===== config.mk =====
export PLATFORM = sky130hd
export DESIGN_NAME = sb_rx_deser_fifo
export DESIGN_NICKNAME = d
export VERILOG_FILES = /design/src/rtl/sb_rx_deser_fifo.sv
export SDC_FILE = /design/constraint.sdc
export NUM_CORES = 1
export LEC_CHECK = 0
export BUFFER_PORTS_ARGS = -buffer_cell sky130_fd_sc_hd__buf_2
export CAP_MARGIN = 30
export CORE_ASPECT_RATIO = 0.9
export CORE_MARGIN = 5
export CORE_UTILIZATION = 50
export DETAILED_ROUTE_END_ITERATION = 6
export GPL_ROUTABILITY_DRIVEN = 1
export PLACE_DENSITY = 0.66
export RECOVER_POWER = 100
export SLEW_MARGIN = 25
export SYNTH_ARGS = -nofsm -noshare
export SYNTH_HDL_FRONTEND = slang
export SYNTH_SLANG_ARGS = --single-unit

===== constraint.sdc =====
create_clock -name clk_800MHz -period 6.2 [get_ports clk_800MHz]
set_input_delay 1.24 -clock clk_800MHz [delete_from_list [all_inputs] [get_ports clk_800MHz]]
set_output_delay 1.24 -clock clk_800MHz [all_outputs]
set_load 0.01 [all_outputs]

===== src/rtl/sb_rx_deser_fifo.sv =====
`timescale 1ns/1ps
// ---------------------------------------------------------------------------
// sb_rx_deser_fifo
// Sideband serial receiver. The forwarded serial clock and data pins are
// oversampled in the clk_800MHz domain. MSG_WIDTH-bit messages are
// deserialised LSB-first, a mandatory idle gap is enforced after each one,
// and finished messages are queued in a first-word-fall-through FIFO.
//
// Ports
//   clk_800MHz    sampling clock, all logic on posedge
//   reset_n       asynchronous active-low reset
//   enable_i      receiver enable; low forces IDLE and drops a partial word
//   clkPin_i      forwarded serial clock (async), data valid at falling edge
//   dataPin_i     serial data (async)
//   data_o        FIFO head message
//   valid_o       FIFO non-empty
//   ready_i       consumer accepts head when valid_o & ready_i
//   fifo_level_o  occupied slots
//   overflow_o    sticky: message dropped because FIFO was full
//   gap_err_o     sticky: data=1 sampled during the gap
//   frame_err_o   sticky: partial message aborted by timeout
//   clear_err_i   clears the three sticky flags (a same-cycle set wins)
//   state_o       debug view of the receive FSM state
//
// Output handshake: data_o/valid_o form a valid/ready pair. The head entry
// transfers on every cycle where valid_o & ready_i; while valid_o=1 and
// ready_i=0 the head (data_o) does not change.
// ---------------------------------------------------------------------------
module sb_rx_deser_fifo #(
    parameter int MSG_WIDTH   = 64,
    parameter int FIFO_DEPTH  = 4,
    parameter int GAP_UI      = 32,
    parameter int SYNC_STAGES = 2,
    parameter int TIMEOUT_CYC = 64
) (
    input  logic                          clk_800MHz,
    input  logic                          reset_n,
    input  logic                          enable_i,
    input  logic                          clkPin_i,
    input  logic                          dataPin_i,
    output logic [MSG_WIDTH-1:0]          data_o,
    output logic                          valid_o,
    input  logic                          ready_i,
    output logic [$clog2(FIFO_DEPTH):0]   fifo_level_o,
    output logic                          overflow_o,
    output logic                          gap_err_o,
    output logic                          frame_err_o,
    input  logic                          clear_err_i,
    output logic [1:0]                    state_o
);

    localparam int AW = $clog2(FIFO_DEPTH);
    localparam int CW = $clog2(MSG_WIDTH);
    localparam int GW = $clog2(GAP_UI + 1);
    localparam int TW = $clog2(TIMEOUT_CYC + 1);

    localparam logic [CW-1:0] BIT_LAST     = CW'(MSG_WIDTH - 1);
    localparam logic [GW-1:0] GAP_LAST     = GW'(GAP_UI - 1);
    localparam logic [TW-1:0] TIMEOUT_LAST = TW'(TIMEOUT_CYC - 1);
    localparam logic [AW:0]   LEVEL_FULL   = (AW+1)'(FIFO_DEPTH);

    typedef enum logic [1:0] {
        ST_IDLE = 2'd0,
        ST_RECV = 2'd1,
        ST_GAP  = 2'd2
    } state_t;

    // ---------------- pin synchronisers and falling-edge strobe -------------
    // Both pins go through chains of equal length so the synced data stays
    // aligned with the synced clock edge that qualifies it.
    logic [SYNC_STAGES-1:0] clk_sync_q, data_sync_q;
    logic                   clk_prev_q;
    logic                   clk_s, bit_s, strobe;

    assign clk_s  = clk_sync_q[SYNC_STAGES-1];
    assign bit_s  = data_sync_q[SYNC_STAGES-1];
    assign strobe = clk_prev_q & ~clk_s;

    always_ff @(posedge clk_800MHz or negedge reset_n) begin
        if (!reset_n) begin
            clk_sync_q  <= '0;
            data_sync_q <= '0;
            clk_prev_q  <= 1'b0;
        end else begin
            clk_sync_q  <= {clk_sync_q[SYNC_STAGES-2:0], clkPin_i};
            data_sync_q <= {data_sync_q[SYNC_STAGES-2:0], dataPin_i};
            clk_prev_q  <= clk_s;
        end
    end

    // ---------------- receive FSM ----------------
    state_t                 state_q, state_d;
    logic [CW-1:0]          bit_cnt_q, bit_cnt_d;
    logic [GW-1:0]          gap_cnt_q, gap_cnt_d;
    logic [TW-1:0]          idle_cnt_q, idle_cnt_d;
    logic [MSG_WIDTH-1:0]   shift_q, shift_d;
    logic [MSG_WIDTH-1:0]   push_word;
    logic                   push_req, frame_set, gap_set;

    assign push_word = {bit_s, shift_q[MSG_WIDTH-1:1]};
    assign state_o   = state_q;

    always_ff @(posedge clk_800MHz or negedge reset_n) begin
        if (!reset_n) begin
            state_q    <= ST_IDLE;
            bit_cnt_q  <= '0;
            gap_cnt_q  <= '0;
            idle_cnt_q <= '0;
            shift_q    <= '0;
        end else begin
            state_q    <= state_d;
            bit_cnt_q  <= bit_cnt_d;
            gap_cnt_q  <= gap_cnt_d;
            idle_cnt_q <= idle_cnt_d;
            shift_q    <= shift_d;
        end
    end

    always_comb begin
        state_d    = state_q;
        bit_cnt_d  = bit_cnt_q;
        gap_cnt_d  = gap_cnt_q;
        idle_cnt_d = '0;
        shift_d    = shift_q;
        push_req   = 1'b0;
        frame_set  = 1'b0;
        gap_set    = 1'b0;

        if (!enable_i) begin
            state_d   = ST_IDLE;
            bit_cnt_d = '0;
            gap_cnt_d = '0;
        end else begin
            case (state_q)
                ST_IDLE: begin
                    state_d   = ST_RECV;
                    bit_cnt_d = '0;
                end
                ST_RECV: begin
                    if (strobe) begin
                        shift_d = push_word;
                        if (bit_cnt_q == BIT_LAST) begin
                            push_req  = 1'b1;
                            bit_cnt_d = '0;
                            gap_cnt_d = '0;
                            state_d   = ST_GAP;
                        end else begin
                            bit_cnt_d = bit_cnt_q + CW'(1);
                        end
                    end else if (bit_cnt_q != '0) begin
                        // Only a started message can time out.
                        if (idle_cnt_q == TIMEOUT_LAST) begin
                            frame_set = 1'b1;
                            bit_cnt_d = '0;
                        end else begin
                            idle_cnt_d = idle_cnt_q + TW'(1);
                        end
                    end
                end
                ST_GAP: begin
                    if (strobe) begin
                        gap_set = bit_s;
                        if (gap_cnt_q == GAP_LAST) begin
                            gap_cnt_d = '0;
                            bit_cnt_d = '0;
                            state_d   = ST_RECV;
                        end else begin
                            gap_cnt_d = gap_cnt_q + GW'(1);
                        end
                    end
                end
                default: begin
                    state_d   = ST_IDLE;
                    bit_cnt_d = '0;
                    gap_cnt_d = '0;
                end
            endcase
        end
    end

    // ---------------- FIFO ----------------
    logic [MSG_WIDTH-1:0] mem_q [FIFO_DEPTH];
    logic [AW-1:0]        wr_ptr_q, rd_ptr_q;
    logic [AW:0]          level_q, level_d;
    logic                 full, pop, push, ovf_set;

    assign valid_o      = (level_q != '0);
    assign full         = (level_q == LEVEL_FULL);
    assign pop          = valid_o & ready_i;
    // A pop in the same cycle frees the slot, so a push into a full FIFO
    // is still accepted then.
    assign push         = push_req & (~full | pop);
    assign ovf_set      = push_req & full & ~pop;
    assign data_o       = mem_q[rd_ptr_q];
    assign fifo_level_o = level_q;

    always_comb begin
        level_d = level_q;
        case ({push, pop})
            2'b10:   level_d = level_q + (AW+1)'(1);
            2'b01:   level_d = level_q - (AW+1)'(1);
            default: level_d = level_q;
        endcase
    end

    always_ff @(posedge clk_800MHz or negedge reset_n) begin
        if (!reset_n) begin
            for (int i = 0; i < FIFO_DEPTH; i++) begin
                mem_q[i] <= '0;
            end
            wr_ptr_q <= '0;
            rd_ptr_q <= '0;
            level_q  <= '0;
        end else begin
            if (push) begin
                mem_q[wr_ptr_q] <= push_word;
                wr_ptr_q        <= wr_ptr_q + AW'(1);
            end
            if (pop) begin
                rd_ptr_q <= rd_ptr_q + AW'(1);
            end
            level_q <= level_d;
        end
    end

    // ---------------- sticky error flags ----------------
    always_ff @(posedge clk_800MHz or negedge reset_n) begin
        if (!reset_n) begin
            overflow_o  <= 1'b0;
            gap_err_o   <= 1'b0;
            frame_err_o <= 1'b0;
        end else begin
            overflow_o  <= ovf_set   | (overflow_o  & ~clear_err_i);
            gap_err_o   <= gap_set   | (gap_err_o   & ~clear_err_i);
            frame_err_o <= frame_set | (frame_err_o & ~clear_err_i);
        end
    end

endmodule

======== Word-level counts from Yosys, hierarchy flattened ========
Cells that the tools add are included.
word-level totals
  bits of input ports ..................... 7
  logic and storage cells ................. 114
  output and inout port bits .............. 73
  register bits ........................... 356
cells by class
  equal/unequal tests ..................... 15
  reduce and logical (&&, ||, !) cells .... 9
  order comparisons ....................... 3
  bitwise operators ....................... 18
  add/subtract/negate cells ............... 7
  mux-type cells .......................... 44
operators by type and width
  cell                                                 number
  bitwise mux 256 bit                                  1
  two-way mux 64 bit                                   3
  binary-select mux 64 bit (select 2 bit)              1
  demux 64 bit (select 2 bit)                          1
  two-way mux 6 bit                                    12
  two-way mux 7 bit                                    5
  one-hot mux 6 bit (3 select lines)                   1
  adder 6 x 1 -> 6 bit, second input constant          2
  two-way mux 1 bit                                    12
  inequality test 3 bit, second input constant         4
  one-hot mux 6 bit (2 select lines)                   1
  AND reduction 4 bit                                  3
  two-way mux 2 bit                                    5
  bitwise AND 1 bit                                    8
  inequality test 4 bit, second input constant         2
  adder 7 x 1 -> 7 bit, second input constant          1
  equality test 7 x 6 -> 1 bit, second input constant  1
  equality test 6 x 5 -> 1 bit, second input constant  1
  equality test 6 bit, second input constant           1
  >= comparator 3 bit, second input constant           2
  inverter 2 -> 3 bit                                  2
  one-hot mux 2 bit (3 select lines)                   1
  one-hot mux 3 bit (2 select lines)                   1
  nonzero test 6 bit                                   1
  other kinds (15)                                     24

======== Depth between registers and ports, before layout ========
Gate-level depths: netlist of run 1.
  depth in word-level cells ............... 8
  mapped depth ............................ 11

======== Worst setup path after synthesis of run 1 ========
OpenSTA, ideal clock, no wires.
  path kind ............................... input to register
  from .................................... input ready_i
  to ...................................... register level_q[2] (netlist: fifo_level_o[2])
  setup slack ............................. 3.161 ns
  data required time ...................... 6.121 ns
  path buffers ............................ 0
  data arrival time ....................... 2.960 ns
  stages on the path ...................... 9
  cell sequence ........................... or4b_4 -> and2_2 -> inv_1 -> ha_1 -> inv_1 -> fa_1 -> xor2_1 -> nor2_1 -> xor2_1
between the ends
  longest elaborated chain between the ends .. 5
RTL lines
  what                                                                             line  source
  start, declared                                                                  43    input logic ready_i,
  bitwise AND 1 bit *                                                              189   assign pop = valid_o & ready_i;
  OR 1 bit                                                                         192   assign push = push_req & (~full | pop);
  bitwise AND 1 bit                                                                192
  equality test 2 x 1 -> 1 bit / equality test 2 bit (equally long branches)       199   case ({push, pop})
  one-hot mux 3 bit (2 select lines) / nonzero test 2 bit (equally long branches)  -
  end signal, assigned                                                             222   level_q <= level_d;
  end, declared                                                                    184   logic [AW:0] level_q, level_d;
Every way passes the cells marked *; elsewhere a longest branch is shown, timed or not.
A chain may end at the register's enable or synchronous reset.

======== Worst setup path in the final report of run 1 ========
  from .................................... register rd_ptr_q[1]
  to ...................................... output data_o[32]
between the ends
  longest elaborated chain between the ends .. 4
RTL lines
  what                                                   line  source
  start, declared                                        183   logic [AW-1:0] wr_ptr_q, rd_ptr_q;
  start signal, assigned                                 220   rd_ptr_q <= rd_ptr_q + AW'(1);
  inverter 2 -> 3 bit (implied by the code)              194   assign data_o = mem_q[rd_ptr_q];
  binary-select mux 64 bit (select 2 bit)                194
  two-way mux 64 bit (implied by the code) (2 in a row)  194
  end, declared                                          41    output logic [MSG_WIDTH-1:0] data_o,
Every way passes these cells. The select of a mux whose other input is x is not followed.

==> metrics, run 1 <==
status finished, violations left; violations in the final reports max-capacitance violations, max-slew violations; antenna cell count 0; RSZ-0062 raised after global routing false; Worst Hold Class flip-flop to flip-flop; CTS buffer count 37; drt pass-1 iters 4; Placed Instance Area 17000 sq um; routability congestion estimate 0.794; Worst EP required 4960 ps; drt wl/cell 20.4 um; number of port buffers 79; final setup violation count 0; num rows 63; DR vias/cell 5.48; synth unique cells 53; Final Hold Viols 0; setup TNS 0 ps; Ys Warns 0; power density over the cells 298 nW/um^2; final WL 30000 um; crit path launch type flip-flop; DIE HEIGHT 182 um; Tmin final 4850 ps; core footprint 32800 sq um; Clk Latency, worst-skew pair 510 ps; Post-synth top flop dfrtp_1; Max Slew Vio Count 55; Mapped Area 16500 sq um; TritonCTS Sinks 355; Top Ports 80; Seq/Total Area, Yosys 53.8%; first-pass GRT wire length 49900 um; Resize count post-CTS 0; postcts setup bufs 0; CTS max path bufs 3; initial antenna violation count 0; max capacitance violation total 2; CTS root buf clkbuf_16; pin slew with the least headroom to its limit 2270 ps; Final period util 78.3%; DIE AREA 36700 sq um; Synth async-reset ratio 100%; maximum vdd drop 0.171 mV; CTS tree yes; met3 usage 2.75%; largest net degree at the start of global routing 153; final design utilization 52.2%; busiest grt layer met2; ANT nets after route 0; vias in the first global route 8843; CP Class flip-flop to primary output; Final #Nets 1037; die width 202 um; total global routing track utilization 16.6%; relative slew slack -51.7%; CTS Hold Buffers Added 0; worst hold slack 351 ps; # DRC 0; Post-synth EDFFs 0; global-route met2 utilization 26.3%; Worst Clk Skew 17.7 ps; syn nets 955; met1 usage 24.4%; Design Area, Final 17100 sq um; starting density of the core 50.3%; DR iter-0 viols 428; Leak 0.00846 uW; via count 8043; WP data arrival 3610 ps; f_max 0.206 GHz; CTS clk-pin slew, worst paths 60 ps; GRT overflow 0; worst-path fanout max 30; area grow syn2layout 3.75%; Clock H-tree levels 2; DP HPWL 18100 um; Post-Synthesis Cells 938; crit end category primary output; Synth Area per Inst 17.6 sq um; layout cell share with drive strength beyond 1 22.8%; Yosys reg bits 355
-- cell usage in the layout, fill, tap and decap left out, drive strengths merged, types with 4 or more instances in the layout --
master,n
o21ai,9
nand2,10
ha,9
inv,18
xnor2,7
dfrtp,355
and3,4
nor2,18
buf,17
clkbuf,131
mux4,64
xor2,5
clkinv,7
and2,4
mux2,320
nand3,14
-- routing by layer --
metal | vias up | routed length, um
li1 | 3634 | -
met1 | 4256 | 14400
met2 | 109 | 14100
met3 | 44 | 921
met4 | 0 | 544
met5 | - | 0
-- report_power, final --
group | total, uW | internal, uW | leakage [uW] | switching, uW
sequential | 2490 | 2350 | 0.00492 | 133
clock | 2140 | 1260 | 0.000586 | 882
combinational | 475 | 227 | 0.00295 | 248
total | 5100 | 3840 | 0.00846 | 1260
-- synthesized netlist by cell type (all sizes together) (2+ instances only) --
| master | number | area, sq um |
|---|---|---|
| or3 | 3 | 18.8 |
| nand4 | 2 | 12.5 |
| nand2b | 3 | 18.8 |
| xnor2 | 7 | 61.3 |
| nor2b | 2 | 12.5 |
| a211oi | 2 | 15.0 |
| a22o | 2 | 17.5 |
| a31oi | 2 | 12.5 |
| and4 | 2 | 18.8 |
| o22ai | 3 | 18.8 |
| a21oi | 3 | 15.0 |
| mux2 | 320 | 4500 |
| dfrtp | 355 | 8880 |
| and3 | 4 | 45.0 |
| a211o | 2 | 17.5 |
| o21a | 2 | 15.0 |
| mux4 | 64 | 1440 |
| and2 | 4 | 26.3 |
| o21ai | 9 | 45.0 |
| inv | 17 | 63.8 |
| nand3b | 2 | 27.5 |
| and3b | 2 | 17.5 |
| o211ai | 3 | 22.5 |
| nand3 | 14 | 75.1 |
| a22oi | 3 | 22.5 |
| buf | 45 | 641 |
| nor2 | 18 | 67.6 |
| ha | 9 | 113 |
| xor2 | 5 | 43.8 |
| nor4 | 3 | 33.8 |
| clkbuf | 5 | 18.8 |
| nand2 | 10 | 45.0 |
-- worst paths after layout --
| check | startpoint | end | slack (ps) | cells past startpoint |
|---|---|---|---|---|
| max in group asynchronous | reset_n | shift_q[40] | 4250 | 2 |
| hold reg to reg | data_sync_q[0] | data_sync_q[1] | 350 | 0 |
| setup / recovery | rd_ptr_q[1] | data_o[32] | 1350 | 4 |
| hold / removal | data_sync_q[0] | data_sync_q[1] | 350 | 0 |
| min in group asynchronous | reset_n | mem_q[83] | 710 | 1 |
| setup reg to reg | state_o[1] | shift_q[41] | 1890 | 4 |
-- critical path, stage by stage, from the launching register on --
cell      delay [ps]
dfrtp_1         1030
clkbuf_1         890
buf_4            570
mux4_2           440
clkbuf_1         160
-- stage by stage --
stage               setup slack [ps]  cells  power, uW
finish                          1350   1468       5100
CTS                             2100   1467       5210
global route                    1190   1468       5330
global placement                2360   1400       3030
floorplan                       3160    938       2850
detailed placement              2330   1402       3050
-- state kept, by name, indices dropped and copies added (netlist names), 2 cells and up --
name / count
clk_sync_q: 2
wr_ptr_q: 2
idle_cnt_q: 7
data_sync_q: 2
fifo_level_o: 3
rd_ptr_q: 2
bit_cnt_q: 6
mem_q: 256
shift_q: 63
state_o: 2
gap_cnt_q: 6
-- area by class of cell --
type	instances	area, sq um
Multi-Input combinational cell	516	5990
Clock buffer	55	1130
Clock inverter	10	58.8
Inverter	17	63.8
Fill cell	2911	15700
Sequential cell	355	8890
Timing Repair Buffer	93	465
Tap cell	422	528
-- cell families (layout without fill, tap and decap cells) --
group / Yosys count / after routing / share of synthesized area, %
AOI/OAI and AO/OA: 34 / 34 / 1.39
xor gates and xnor gates: 12 / 12 / 0.637
adders and majority gates: 10 / 10 / 0.804
buffers and inverters: 67 / 175 / 4.38
DFF: 355 / 355 / 53.8
muxes: 385 / 385 / 36.1
and+or+nand+nor: 75 / 75 / 2.88
Power figures use the tool's default switching activity.
==> inputs of run 2 (changes only) <==
- clock period: 6.2 -> 4.7 ns (I/O delays scaled with it)
==> run 2 against run 1 <==
The flow still finishes with violations (max-capacitance violations, max-slew violations). First-iteration DRC count increased by 4.7%. Final cell count increased by 0.54%. Sequential power increased by 32%. Non-clock buffer count increased by 6. Count of clock-buffer cells in the layout increased by 1. Largest cell class unchanged. Largest power group unchanged.
==> metrics, run 2 (synthesis gave the netlist of run 1 again) <==
die width 202 um (unchanged); Max Slew Vio Count 125 (+130%); antenna cell count 0 (unchanged); maximum vdd drop 0.304 mV (+78%); pin slew with the least headroom to its limit 2550 ps (+287 ps); drt wl/cell 20.9 um (+2.4%); WL met2 14400 um (+1.9%); crit path launch type flip-flop; worst-path fanout max 34 (+13%); layout cell share with drive strength beyond 1 24.9% (+2.0 points); core footprint 32800 sq um (unchanged); Clk Latency, worst-skew pair 530 ps (+20 ps); Top Registers mem_q: 256 flops, shift_q: 63 flops, idle_cnt_q: 7 flops; DIE AREA 36700 sq um (unchanged); relative slew slack -70.9% (-19 points); Leak 0.00854 uW (+1.0%); RSZ-0062 raised after global routing false; Inst Count DP 1409 (+0.50%); Top Layer Used met4; Worst EP required 5110 ps (+150 ps); via count 8097 (+0.67%); number of port buffers 79 (unchanged); CTS max path bufs 3 (unchanged); DP HPWL 18400 um (+1.5%); max capacitance violation total 2 (unchanged); WP data arrival 4330 ps (+720 ps); Fillers 2853 (-2.0%); Clock H-tree levels 2 (unchanged); Worst Hold Class flip-flop to flip-flop; starting density of the core 50.3% (unchanged); Final period util 83.6%; total global routing track utilization 17.4% (+0.78 points); commonest non-fill, non-tap cells in the layout dfrtp_1, mux2_1, clkbuf_1; # DRC 0 (unchanged); final WL 30900 um (+3.0%); CTS root buf clkbuf_16; final setup violation count 0 (unchanged); DIE HEIGHT 182 um (unchanged); crit end category flip-flop; DR iter-0 viols 448 (+4.7%); CTS buffer count 38 (+2.7%); Final #Nets 1044 (+0.68%); Met1 Routed Length 15000 um (+4.0%); f_max 0.255 GHz; Largest register FFs 256 (unchanged); DR vias/cell 5.49 (+0.13%); CTS clk-pin slew, worst paths 60 ps (about the same); vias in the first global route 8959 (+1.3%); CTS Hold Buffers Added 0 (unchanged); initial antenna violation count 0 (unchanged); Final Hold Viols 0 (unchanged); hold path depth 0 (unchanged); Final Non-Filler Cells 1476 (+0.54%); first-pass GRT wire length 51800 um (+3.7%); postcts setup bufs 0 (unchanged); CP Class flip-flop to flip-flop; commonest non-fill, non-tap cell in the layout dfrtp_1; Resize count post-CTS 0 (unchanged); setup TNS 0 ps (unchanged); worst hold slack 347 ps (-4.17 ps); GRT overflow 0 (unchanged); num rows 63 (unchanged); ANT nets after route 0 (unchanged); register area 8880 sq um (about the same); violations in the final reports max-capacitance violations, max-slew violations; largest net degree at the start of global routing 101 (-34%); FF-to-FF path depth 6 (+2); area grow syn2layout 5.34%; Met3 Wirelength 993 um (+7.8%); drt pass-1 iters 4 (unchanged); Most flops, register mem_q; status finished, violations left; Worst Clk Skew 22.3 ps (+4.61 ps); Top Ports 80 (unchanged); routability congestion estimate 0.733 (-7.6%); TritonCTS Sinks 355 (unchanged); Tmin final 3930 ps; CTS tree yes; multi-input logic area 6080 sq um (+1.4%); power density over the cells 410 nW/um^2 (+38%)
-- run 2: cell count changes in the layout (fill, tap and decap cells not counted), moves of 3 or more --
cell | before | now
buf_12 | 2 | 6
mux2_1 | 228 | 211
buf_4 | 3 | 0
clkbuf_1 | 81 | 87
and3_1 | 3 | 0
clkbuf_2 | 2 | 5
mux2_4 | 12 | 29
bufinv_16 | 0 | 5
-- run 2: stage by stage --
| step | utilization [%] | total power [uW] | setup slack, ps | cell area (sq um) |
|---|---|---|---|---|
| after floorplan | - | 3760 | 1960 | 16500 |
| after global placement | 51.9 | 4030 | 1430 | 17000 |
| after detailed placement | 51.9 | 4030 | 1360 | 17000 |
| after CTS | 56.0 | 7240 | 1100 | 18400 |
| after global routing | 53.0 | 7440 | 519 | 17400 |
| final | 53.0 | 7120 | 771 | 17400 |
-- run 2: layout make-up --
type | instances | area share [%]
Timing Repair Buffer | 99 | 2.79
Inverter | 17 | 0.367
Clock inverter | 11 | 1.06
Tap cell | 422 | 3.04
Multi-Input combinational cell | 516 | 35.0
Clock buffer | 56 | 6.69
Sequential cell | 355 | 51.1
-- run 2: power by group --
group | internal (uW) | switching [uW]
combinational | 321 | 339
clock | 1990 | 1200
sequential | 3100 | 181
total | 5410 | 1720
-- run 2: worst paths after layout --
| kind | from | end | slack [ps] |
|---|---|---|---|
| worst max-delay path | bit_cnt_q[1] | mem_q[7] | 770 |
| worst min-delay path | data_sync_q[0] | data_sync_q[1] | 350 |
| worst max register to register | bit_cnt_q[1] | mem_q[7] | 770 |
| worst min register to register | data_sync_q[0] | data_sync_q[1] | 350 |
| max in group asynchronous | reset_n | shift_q[44] | 1360 |
| min in group asynchronous | reset_n | mem_q[144] | 1150 |
-- run 2: per-layer routing --
layer,vias to the layer above,GRT usage (%)
met4,0,4.18
li1,3640,-
met2,117,27.0
met3,36,3.02
met5,-,0
met1,4304,25.9
-- run 2: critical path: stages (launching register included) --
cell      delay [ps]
dfrtp_1          400
ha_1             240
nand3_1          110
nor4_1           830
and3_2           990
clkbuf_1         860
mux2_4           350
